## config.mk

```make
export PLATFORM = sky130hd
export DESIGN_NAME = qpu_qiu_event_scheduler
export DESIGN_NICKNAME = d
export VERILOG_FILES = /design/src/rtl/qpu_qiu_event_scheduler.sv
export SDC_FILE = /design/constraint.sdc
export NUM_CORES = 1
export LEC_CHECK = 0
export BUFFER_PORTS_ARGS = -buffer_cell sky130_fd_sc_hd__buf_2
export CORE_ASPECT_RATIO = 0.7
export CORE_UTILIZATION = 28
export DETAILED_ROUTE_END_ITERATION = 10
export SETUP_SLACK_MARGIN = 0.4
export SLEW_MARGIN = 20
export SYNTH_ARGS = -nofsm -noshare
export SYNTH_HDL_FRONTEND = slang
export SYNTH_SLANG_ARGS = --single-unit
```

## constraint.sdc

```tcl
create_clock -name clk -period 29.5 [get_ports clk]
set_clock_uncertainty 0.15 [all_clocks]
set_input_delay 1.475 -clock clk [delete_from_list [all_inputs] [get_ports clk]]
set_output_delay 1.475 -clock clk [all_outputs]
set_load 0.1 [all_outputs]
```

## src/rtl/qpu_qiu_event_scheduler.sv

```systemverilog
// Timed issue queue: buffers QIU events and releases each one when the system time reaches its timestamp.
// Owns the system time counter and flags any event that leaves after its timestamp.
`ifndef QPU_EVENT_WIRE_WIDTH
`define QPU_EVENT_WIRE_WIDTH 32
`endif
`ifndef QPU_EVENT_NUM
`define QPU_EVENT_NUM 8
`endif
`ifndef QPU_TIME_WIDTH
`define QPU_TIME_WIDTH 32
`endif

module qpu_qiu_event_scheduler #(
  parameter int EVENT_WIRE_WIDTH = `QPU_EVENT_WIRE_WIDTH,
  parameter int EVENT_NUM        = `QPU_EVENT_NUM,
  parameter int TIME_WIDTH       = `QPU_TIME_WIDTH,
  parameter int DEPTH            = 4
) (
  input  logic                        clk,
  input  logic                        rst,
  input  logic                        sched_i_valid,
  output logic                        sched_i_ready,
  input  logic [EVENT_WIRE_WIDTH-1:0] sched_i_edata,
  input  logic [EVENT_NUM-1:0]        sched_i_oprand,
  input  logic [TIME_WIDTH-1:0]       sched_i_tdata,
  output logic                        sched_o_valid,
  input  logic                        sched_o_ready,
  output logic [EVENT_WIRE_WIDTH-1:0] sched_o_edata,
  output logic [EVENT_NUM-1:0]        sched_o_oprand,
  output logic [TIME_WIDTH-1:0]       sched_o_time,
  input  logic                        sched_i_start,
  input  logic                        sched_i_stop,
  input  logic                        sched_i_flush,
  output logic                        sched_o_late,
  input  logic                        sched_i_late_clr,
  output logic                        sched_o_running,
  output logic [$clog2(DEPTH):0]      sched_o_count
);

  localparam int AW = $clog2(DEPTH);

  typedef enum logic {IDLE, RUN} state_t;

  state_t                state_q, state_d;
  logic [TIME_WIDTH-1:0] time_q, time_d;
  logic [AW-1:0]         rd_ptr_q, wr_ptr_q;
  logic [AW:0]           count_q;
  logic                  late_q;

  logic [EVENT_WIRE_WIDTH-1:0] edata_mem_q  [DEPTH];
  logic [EVENT_NUM-1:0]        oprand_mem_q [DEPTH];
  logic [TIME_WIDTH-1:0]       tdata_mem_q  [DEPTH];

  logic                  full, empty, due, push, pop;
  logic [TIME_WIDTH-1:0] diff;

  assign full  = (count_q == (AW+1)'(DEPTH));
  assign empty = (count_q == '0);

  // Modular distance to the head timestamp; a negative distance means the event is already past due.
  assign diff = tdata_mem_q[rd_ptr_q] - time_q;
  assign due  = (diff == '0) || diff[TIME_WIDTH-1];

  assign sched_i_ready   = !full && !sched_i_flush;
  assign sched_o_valid   = (state_q == RUN) && !empty && due && !sched_i_flush;
  assign sched_o_edata   = edata_mem_q[rd_ptr_q];
  assign sched_o_oprand  = oprand_mem_q[rd_ptr_q];
  assign sched_o_time    = time_q;
  assign sched_o_late    = late_q;
  assign sched_o_running = (state_q == RUN);
  assign sched_o_count   = count_q;

  assign push = sched_i_valid && sched_i_ready;
  assign pop  = sched_o_valid && sched_o_ready;

  // Stop overrides start: it freezes the counter and suppresses the clear.
  always_comb begin
    state_d = state_q;
    time_d  = time_q;
    if (sched_i_stop) begin
      state_d = IDLE;
    end else if (sched_i_start) begin
      state_d = RUN;
    end
    if (sched_i_start && !sched_i_stop) begin
      time_d = '0;
    end else if (state_q == RUN && !sched_i_stop) begin
      time_d = time_q + 1'b1;
    end
  end

  always_ff @(posedge clk or posedge rst) begin
    if (rst) begin
      state_q <= IDLE;
      time_q  <= '0;
    end else begin
      state_q <= state_d;
      time_q  <= time_d;
    end
  end

  always_ff @(posedge clk or posedge rst) begin
    if (rst) begin
      rd_ptr_q <= '0;
      wr_ptr_q <= '0;
      count_q  <= '0;
      for (int i = 0; i < DEPTH; i++) begin
        edata_mem_q[i]  <= '0;
        oprand_mem_q[i] <= '0;
        tdata_mem_q[i]  <= '0;
      end
    end else if (sched_i_flush) begin
      rd_ptr_q <= '0;
      wr_ptr_q <= '0;
      count_q  <= '0;
    end else begin
      if (push) begin
        edata_mem_q[wr_ptr_q]  <= sched_i_edata;
        oprand_mem_q[wr_ptr_q] <= sched_i_oprand;
        tdata_mem_q[wr_ptr_q]  <= sched_i_tdata;
        wr_ptr_q               <= wr_ptr_q + 1'b1;
      end
      if (pop) begin
        rd_ptr_q <= rd_ptr_q + 1'b1;
      end
      if (push && !pop) begin
        count_q <= count_q + 1'b1;
      end else if (pop && !push) begin
        count_q <= count_q - 1'b1;
      end
    end
  end

  always_ff @(posedge clk or posedge rst) begin
    if (rst) begin
      late_q <= 1'b0;
    end else if (pop && diff != '0) begin
      late_q <= 1'b1;
    end else if (sched_i_late_clr) begin
      late_q <= 1'b0;
    end
  end

endmodule
```

# ---- After elaboration in Yosys (flattened, before gate mapping)
# Index checks and enable logic that the tools add are counted.
dict set report totals {
  elab_cells 89
  input_bits 80
  regBits 329
  out_inout_bits 79
}
dict set report classes {
  n_eq_ne 1
  add_sub_neg 6
  bitwise_logic 3
  n_lt_le_gt_ge 3
  reduce_logical 29
  mux 29
}
# cell n
set op_table {}
lappend op_table {{$bwmux 128} 2}
lappend op_table {{$mux 32} 7}
lappend op_table {{$bmux 32 s2} 2}
lappend op_table {{$demux 32 s2} 1}
lappend op_table {{$add 32x1->32 const B} 1}
lappend op_table {{$bwmux 32} 1}
lappend op_table {{$logic_not 32->1} 1}
lappend op_table {{$reduce_bool 32->1} 1}
lappend op_table {{$sub 32x32->32} 1}
lappend op_table {{$mux 8} 3}
lappend op_table {{$bmux 8 s2} 1}
lappend op_table {{$demux 8 s2} 1}
lappend op_table {{$logic_and 1x1->1} 12}
lappend op_table {{$reduce_bool 2->1} 5}
lappend op_table {{$mux 3} 3}
lappend op_table {{$mux 2} 4}
lappend op_table {{$ge 3x3->1 const B} 2}
lappend op_table {{$logic_not 1->1} 6}
lappend op_table {{$not 2->3} 2}
lappend op_table {{$add 2x1->2 const B} 2}
lappend op_table {{$mux 1} 4}
lappend op_table {{$add 3x1->3 const B} 1}
lappend op_table {{$eq 3x3->1 const B} 1}
lappend op_table {{$logic_not 3->1} 1}
lappend op_table {{6 further kinds} 6}

# ---- Depth between registers and ports, before layout
# Gate-level depths: netlist of the first run.
dict set report depth {
  ltp_word 14
  ltp_mapped 20
  ltp_nobuf 18
}

# ---- Worst setup path before layout of the first run
# Ideal clock, no wire load.
dict set report synth_path {
  path_kind {reg2out}
  start {reg rd_ptr_q[0]}
  end {out sched_o_valid}
  path_stages_with_launch 16
  n_path_buf 3
  arrival_time_ns 5.556
  required_time_ns 27.875
  slack_ns 22.319
  path_cell_list {dfrtp_1 > buf_1 > clkbuf_1 > clkbuf_1 > mux4_2 > ha_1 > a211oi_2 > o21bai_2 > nor4_4 > o21ai_1 > o311a_1 > nor4_2 > nor4b_4 > and3_1 > nand4b_1 > a21boi_1}
}
dict set report synth_between {
  elab_chain_len 9
}
# item line_no
set synth_rtl {}
lappend synth_rtl {{start, declared} 46} ;# logic [AW-1:0] rd_ptr_q, wr_ptr_q;
lappend synth_rtl {{start signal, assigned} 124} ;# rd_ptr_q <= rd_ptr_q + 1'b1;
lappend synth_rtl {{$not 2->3 (not written as such) (*)} 61} ;# assign diff = tdata_mem_q[rd_ptr_q] - time_q;
lappend synth_rtl {{$bmux 32 s2 (*)} 61}
lappend synth_rtl {{$mux 32 (not written as such) (*) (2 in series)} 61}
lappend synth_rtl {{$sub 32x32->32 (*)} 61}
lappend synth_rtl {{$logic_not 32->1} 62} ;# assign due = (diff == '0) || diff[TIME_WIDTH-1];
lappend synth_rtl {{$logic_or 1x1->1 (*)} 62}
lappend synth_rtl {{$logic_and 1x1->1 (*) (2 in series)} 65} ;# assign sched_o_valid = (state_q == RUN) && !empty && due && !sched_i_flush;
lappend synth_rtl {{end, declared} 26} ;# output logic sched_o_valid,
# Mark *: on every way between the ends. The rest lies on a longest branch, timed or not. The select of a mux whose other input is x is not followed.

# ---- Worst setup path after layout of the first run
dict set report layout_path {
  start {reg rd_ptr_q[1]}
  end {out sched_o_valid}
}
# The elaborated chain is that of the path after synthesis.

==> summary.md, run 1 <==
| Metric | Value |
|---|---|
| Critical Path Max Stage Delay | `0.84 ns` |
| DRT Pass-1 Iters | `5` |
| # IOs | `159` |
| # setup viols final | `0` |
| Starting Density | `0.285` |
| Wire per inst | `19.8 µm` |
| CTS tree | `built` |
| CP Max Fanout | `56` |
| Cells after DPL | `2,167` |
| Yosys top cell area share | `0.494` |
| Post-DR vias/cell | `4.91` |
| RSZ-0062 raised after global routing | `no` |
| Syn Nets | `1,379` |
| Tcrit/Tclk final | `0.273` |
| Post-Synth XOR/XNOR Area | `0.0221` |
| Die X | `294 µm` |
| Seq/Total Area, Yosys | `0.494` |
| Initial antenna violation count | `7` |
| Placer Congestion | `0.885` |
| Worst slew margin | `0.317` |
| Post-Syn Area | `0.0167 mm²` |
| Synthesized flop and latch total | `329` |
| Largest net degree at the start of global routing | `134` |
| Logic gate share of total power | `0.422` |
| Final Cell Area | `0.0196 mm²` |
| Clk root buf | `clkbuf_16` |
| Most common cell in the netlist | `dfrtp_1` |
| Max-slew violation count | `0` |
| Total global routing overflow | `0` |
| Pwr Density | `104 mW/mm²` |
| Post-CTS Setup Bufs | `0` |
| Worst-Margin Slew | `1.02 ns` |
| Clock Latency Late Sink | `0.56 ns` |
| Internal power | `0.00123 W` |
| Placed Area | `0.0183 mm²` |
| Post-layout util | `0.334` |
| Die Area | `0.0606 mm²` |
| Clock share of power | `0.230` |
| Synth Area in Adders | `0.0294` |
| Ranking of synthesized cells by area | `dfrtp_1 (49%), mux2_2 (20%), mux4_2 (9.7%)` |
| Worst EP required | `27.88 ns` |
| Post-synthesis async set-or-reset flop share | `1.00` |
| Cells after Synth | `1,261` |
| Final setup margin | `21.44 ns` |
| Pre-CTS setup slack | `22.09 ns` |
| Area leader, netlist | `dfrtp_1` |
| Setup_tns | `0 ns` |
| Static Leakage | `8.44 nW` |
| DR DRC count | `0` |
| CP max stage cell | `buf_4` |
| Portion of netlist area occupied by mux cells | `0.297` |
| DR vias | `11.0k` |
| Post-CTS sizing | `0` |
| NetSw | `0.000804 W` |
| Post-synth EDFFs | `0` |
| Most used DFF post-synth | `dfrtp_1` |
| Setup crit start kind | `register` |
| Crit path max-delay family | `compound AO/OA/AOI/OAI gates` |
| H-tree depth | `2` |
| Net Sw Frac | `0.395` |
| Worst-path clk slew | `0.06 ns` |
| TritonCTS Buffers | `37` |
| Outcome | `finished, final reports clean` |
| Layout fillers | `5,772` |
| Vias in the first global route | `11.1k` |
| Yosys warning count | `0` |
| Crit-path cells | `buf_4, mux4_2, ha_1, nand2_1, nor2_1, nand3_1, a2111oi_1, o211ai_1, nor4_4, and3_1, nand4b_1, a21boi_1, buf_2` |
| Final non-filler cell total | `2,234` |
| Std cell rows | `74` |
| Core area | `0.0586 mm²` |
| Critical Path End Type | `output port` |
| WL final | `44,200 µm` |
| First-pass GRT wire length | `67,500 µm` |
| GRT Overall Usage | `0.146` |
| Min cycle time layout | `8.06 ns` |
| Die Y | `206 µm` |
| Fraction of the mapped netlist area in simple logic gates | `0.0718` |
| Bufs and invs on worst path | `2` |
| Layout cells sized above 1 | `0.438` |
| Crit Path Category | `reg2out` |
| Layout Nets | `1,526` |
| Compound-Gate Fraction of Synth Area | `0.0587` |
| Avg Cell Area, Syn | `13.2 µm²` |
| Clock tree buffer depth | `3` |
| Max Freq | `124 MHz` |
| Flop pwr share | `0.348` |
| Netlist cell types | `79` |
| Cts hold-fix bufs | `0` |
| Commonest cells post-synth | `dfrtp_1 (329), mux2_2 (290), mux4_2 (72)` |
| Routed Antenna Nets | `0` |
| Max-Cap Viols | `0` |
| Main combinational cell family by area after synthesis | `multiplexers` |
| Worst Hold Class | `reg2reg` |
| Clk sinks | `329` |
| DRT iter0 DRCs | `731` |
| Area growth syn-to-layout | `17.3%` |
| Hold Fails Final Rpt | `0` |
| Detailed Place HPWL | `30,800 µm` |
| Port bufs | `158` |
| Arrival @ worst endpoint | `6.43 ns` |
| Worst IR Drop VDD | `55.2 µV` |
## final timing paths
kind,startpoint,endpoint,slack (ns),depth (start not counted)
max reg2reg,rd_ptr_q[1]$_DFFE_PP0P_,sched_o_count[2]$_DFFE_PP0P_,23.07,19
min in group asynchronous,rst,tdata_mem_q[110]$_DFFE_PP0P_,0.96,2
min reg2reg,tdata_mem_q[85]$_DFFE_PP0P_,tdata_mem_q[85]$_DFFE_PP0P_,0.35,1
max,rd_ptr_q[1]$_DFFE_PP0P_,sched_o_valid,21.44,13
max in group asynchronous,rst,sched_o_time[21]$_DFFE_PP0P_,26.08,4
min,tdata_mem_q[85]$_DFFE_PP0P_,tdata_mem_q[85]$_DFFE_PP0P_,0.35,1
## power by group through the flow
stage / Sequential (W) / Clock [W] / Combinational (W)
after global placement: 0.000702 / 0 / 0.000847
after global routing: 0.000729 / 0.000502 / 0.000920
after detailed placement: 0.000715 / 0 / 0.000858
after floorplan: 0.000696 / 0 / 0.000696
after CTS: 0.000707 / 0.000485 / 0.000861
final: 0.000708 / 0.000468 / 0.000861
## final cells by class
cell class,instances,area [µm²],share of cell area
Timing Repair Buffer,170,885,0.0452
Antenna cell,2,5.00,0.000256
Tap cell,798,998,0.0510
Clock buffer,55,1070,0.0549
Multi-Input combinational cell,823,8030,0.410
Clock inverter,10,156,0.00799
Sequential cell,329,8240,0.421
Inverter,47,184,0.00940
## through the flow
| stage | total power (W) | hold slack, ns |
|---|---|---|
| global placement | 0.00155 | 0.331 |
| detailed placement | 0.00157 | 0.337 |
| global route | 0.00215 | 0.359 |
| CTS | 0.00205 | 0.350 |
| finish | 0.00204 | 0.347 |
| floorplan | 0.00139 | 0.324 |
## sequential cells by signal, indices dropped and copies added, names as in the netlist
| register | count |
|---|---|
| sched_o_late | 1 |
| sched_o_time | 32 |
| wr_ptr_q | 2 |
| rd_ptr_q | 2 |
| sched_o_count | 3 |
| sched_o_running | 1 |
| edata_mem_q | 128 |
| oprand_mem_q | 32 |
| tdata_mem_q | 128 |
## placed cells by master, fill, tap and decap left out, types with 3 or more instances in the layout
cell       count
xor2_1         9
nor4_1         4
nand2_1       60
a21oi_2       11
and3_1         4
clkbuf_8       8
mux4_2        72
inv_1         46
o21ai_0       25
and2_1         5
or3_1          6
xnor2_1       33
nor3b_1        3
clkbuf_16     37
a31oi_1        3
o31ai_1        3
buf_4         11
mux2i_1        7
a21oi_1       38
o211ai_1       7
bufinv_16      3
dfrtp_1      327
nor3_1         9
nand2_4        5
clkbuf_1      10
o21ai_1       11
o21a_1         7
nor2_1        66
nand2b_1       5
ha_1          36
nand3_1       17
a21o_1         5
buf_2        158
nand4_1       13
nor2b_1        6
mux2_2       290
o2111ai_1      5
## cells by family (layout without fill, tap and decap cells)
logic type / Yosys count / count (layout)
AOI/OAI and AO/OA: 145 / 145
and+or+nand+nor: 229 / 229
other: 0 / 2
adders and majority gates: 38 / 38
xor gates and xnor gates: 42 / 42
muxes: 369 / 369
buffers and inverters: 109 / 282
DFF: 329 / 329
## metal layers
metal	vias to the layer above	track usage	routed length, µm
met1	5696	0.219	22000
met5	-	0	42
met3	70	0.0323	2320
met4	6	0.0439	965
met2	247	0.209	18900
li1	4946	-	-
Power figures use the tool's default switching activity.
==> run 2: changes to the inputs <==
==> constraint.sdc (replaced) <==
create_clock -name clk -period 6.99 [get_ports clk]
set_clock_uncertainty 0.15 [all_clocks]
set_input_delay 0.3495 -clock clk [delete_from_list [all_inputs] [get_ports clk]]
set_output_delay 0.3495 -clock clk [all_outputs]
set_load 0.1 [all_outputs]
==> run 2 against run 1 <==
Net effect: non-clock buffer count is 80 higher; cell area is 4.3% higher; via count is 3.5% higher; sequential share of layout area is 1.7 points lower; setup slack worse by 21 ns; wire length is 2.1% higher; sequential cell count stayed put.
==> summary.md, run 2 (same netlist as run 1, synthesis figures left out) <==
| Metric | Value |
|---|---|
| # setup viols final | `0 (unchanged)` |
| Worst-path clk slew | `0.06 ns (about the same)` |
| Arrival @ worst endpoint | `5.75 ns (-0.68 ns)` |
| Max Freq | `160 MHz` |
| Pwr Density | `426 mW/mm² (+310%)` |
| DRT Pass-1 Iters | `5 (unchanged)` |
| Clk sinks | `329 (unchanged)` |
| Flop-to-flop setup slack | `1.14 ns (-21.93 ns)` |
| Total global routing overflow | `0 (unchanged)` |
| Max-slew violation count | `0 (unchanged)` |
| Setup crit start kind | `register` |
| Clock tree buffer depth | `3 (unchanged)` |
| Critical Path Max Stage Delay | `0.95 ns (+0.11 ns)` |
| Detailed Place HPWL | `31,000 µm (+0.97%)` |
| DRT iter0 DRCs | `591 (-19%)` |
| Core area | `0.0586 mm² (unchanged)` |
| Crit Path Category | `reg2out` |
| Std cell rows | `74 (unchanged)` |
| Clock Latency Late Sink | `0.55 ns (about the same)` |
| Logic gate share of total power | `0.423 (about the same)` |
| Outcome | `finished, final reports clean` |
| Post-CTS Setup Bufs | `0 (unchanged)` |
| DR vias | `11.4k (+3.5%)` |
| Final setup margin | `0.738 ns (-20.71 ns)` |
| Max-Cap Viols | `0 (unchanged)` |
| # IOs | `159 (unchanged)` |
| Critical Path End Type | `output port` |
| Die Area | `0.0606 mm² (unchanged)` |
| Worst Hold Class | `in2reg` |
| Worst slew margin | `0.343 (+0.0262)` |
| GRT Overall Usage | `0.149 (+0.00302)` |
| Worst EP required | `6.49 ns (-21.39 ns)` |
| CP Max Fanout | `36 (-36%)` |
| Layout cells sized above 1 | `0.419 (-0.0191)` |
| Worst Hold Path Cells | `4 (+3)` |
| Layout Nets | `1,607 (+5.3%)` |
| Routed Antenna Nets | `0 (unchanged)` |
| Post-DR vias/cell | `4.90 (-0.13%)` |
| R2R depth | `18 (-1)` |
| Vias in the first global route | `11.5k (+3.7%)` |
| Final hold slack | `0.122 ns (-0.225 ns)` |
| Worst IR Drop VDD | `200 µV (+260%)` |
| Crit-path cells | `mux4_2, ha_1, nand2_1, o31a_1, a2111oi_1, o211ai_1, nor4_4, and3_1, nand4b_1, a21boi_1, buf_2` |
| Setup_tns | `0 ns (unchanged)` |
| Die Y | `206 µm (unchanged)` |
| Static Leakage | `8.80 nW (+4.2%)` |
| Hold Startpoint | `sched_o_ready` |
| Starting Density | `0.285 (unchanged)` |
| WL final | `45,100 µm (+2.1%)` |
| Internal power | `0.00522 W (+320%)` |
| Largest net degree at the start of global routing | `135 (+0.75%)` |
| Initial antenna violation count | `6 (-1)` |
| Min cycle time layout | `6.25 ns` |
| Placer Congestion | `0.939 (+6.0%)` |
| Clk root buf | `clkbuf_16` |
| Net Sw Frac | `0.398 (+0.00375)` |
| Area growth syn-to-layout | `22.3%` |
| Critical R2R Launch | `rd_ptr_q[1]$_DFFE_PP0P_` |
| NetSw | `0.00346 W (+330%)` |
| DR DRC count | `0 (unchanged)` |
| H-tree depth | `2 (unchanged)` |
| Commonest non-fill, non-tap cell in the layout | `dfrtp_1` |
| Layout fillers | `5,676 (-1.7%)` |
| Most frequent cells in the layout | `dfrtp_1 (327), mux2_2 (290), buf_2 (158), dlygate4sd3_1 (79), mux4_2 (72)` |
| Clock share of power | `0.231 (about the same)` |
| TritonCTS Buffers | `38 (+2.7%)` |
| Hold Fails Final Rpt | `0 (unchanged)` |
| Hold path endpoint | `sched_o_late$_DFFE_PP0P_` |
| Pre-CTS setup slack | `1.27 ns (-20.81 ns)` |
| CP max stage cell | `dfrtp_4` |
| CTS tree | `built` |
| Worst-Margin Slew | `0.985 ns (-0.0399 ns)` |
| First-pass GRT wire length | `69,300 µm (+2.7%)` |
| Tcrit/Tclk final | `0.894` |
| Bufs and invs on worst path | `1 (-1)` |
| Flop pwr share | `0.346 (-0.002)` |
| Port bufs | `158 (unchanged)` |
| Crit Reg-Reg Endpoint | `sched_o_count[2]$_DFFE_PP0P_` |
| Wire per inst | `19.5 µm (-1.5%)` |
| Die X | `294 µm (unchanged)` |
| Biggest regs | `edata_mem_q (128), tdata_mem_q (128)` |
| Crit path max-delay family | `compound AO/OA/AOI/OAI gates` |
| RSZ-0062 raised after global routing | `no` |
run 2: final cells by class:
type                            count  area, µm²  share of cell area
Timing Repair Buffer              250       1700              0.0835
Sequential cell                   329       8240               0.404
Inverter                           47        180             0.00883
Tap cell                          798        998              0.0489
Multi-Input combinational cell    823       8030               0.393
Antenna cell                        2       5.00            0.000245
Clock buffer                       50       1070              0.0523
Clock inverter                     17        181             0.00889
run 2: what timing repair did:
item / 4_1_cts / 5_1_grt
hold buffers: 79 / 0
resized for setup: 0 / 0
setup endpoints to repair: 0 / 0
hold endpoints to repair: 360 / 0
run 2: worst max-delay path by stage:
stage / from / to / slack [ns] / cells after the start
2_1_floorplan: rd_ptr_q[0]$_DFFE_PP0P_ / sched_o_valid / 0.93 / 15
5_1_grt: rd_ptr_q[1]$_DFFE_PP0P_ / sched_o_valid / 0.50 / 12
3_3_place_gp: rd_ptr_q[1]$_DFFE_PP0P_ / sched_o_count[2]$_DFFE_PP0P_ / 1.25 / 16
4_1_cts: rd_ptr_q[1]$_DFFE_PP0P_ / sched_o_valid / 0.82 / 11
3_5_place_dp: rd_ptr_q[1]$_DFFE_PP0P_ / sched_o_count[2]$_DFFE_PP0P_ / 1.27 / 18
6_report: rd_ptr_q[1]$_DFFE_PP0P_ / sched_o_valid / 0.74 / 11
run 2: tightest hold or removal path, delay by kind of cell:
family / cells / cell delay [ns]
AND/OR/NAND/NOR: 2 / 0.21
buffers and inverters: 1 / 0.13
AO/OA/AOI/OAI: 1 / 0.08
run 2: power groups by stage:
stage               clock network, W  logic, W  registers, W
detailed placement                 0   0.00361       0.00303
global route                 0.00216   0.00392       0.00309
finish                       0.00201   0.00367       0.00301
global placement                   0   0.00356       0.00300
floorplan                          0   0.00294       0.00294
CTS                          0.00209   0.00366       0.00300
run 2: stage by stage:
| step | cell area (µm²) | total power [W] | std cells | util |
|---|---|---|---|---|
| final | 20400 | 0.00868 | 2316 | 0.348 |
| after floorplan | 16700 | 0.00588 | 1261 | - |
| after global placement | 18400 | 0.00656 | 2168 | 0.313 |
| after detailed placement | 18400 | 0.00664 | 2168 | 0.313 |
| after CTS | 20400 | 0.00875 | 2314 | 0.348 |
| after global routing | 20400 | 0.00917 | 2315 | 0.348 |
run 2: per-layer routing:
metal / share of wire / global-route usage
met1: 0.50 / 0.226
met2: 0.43 / 0.214
met3: 0.053 / 0.0305
met4: 0.016 / 0.0378
met5: 0.0013 / 0
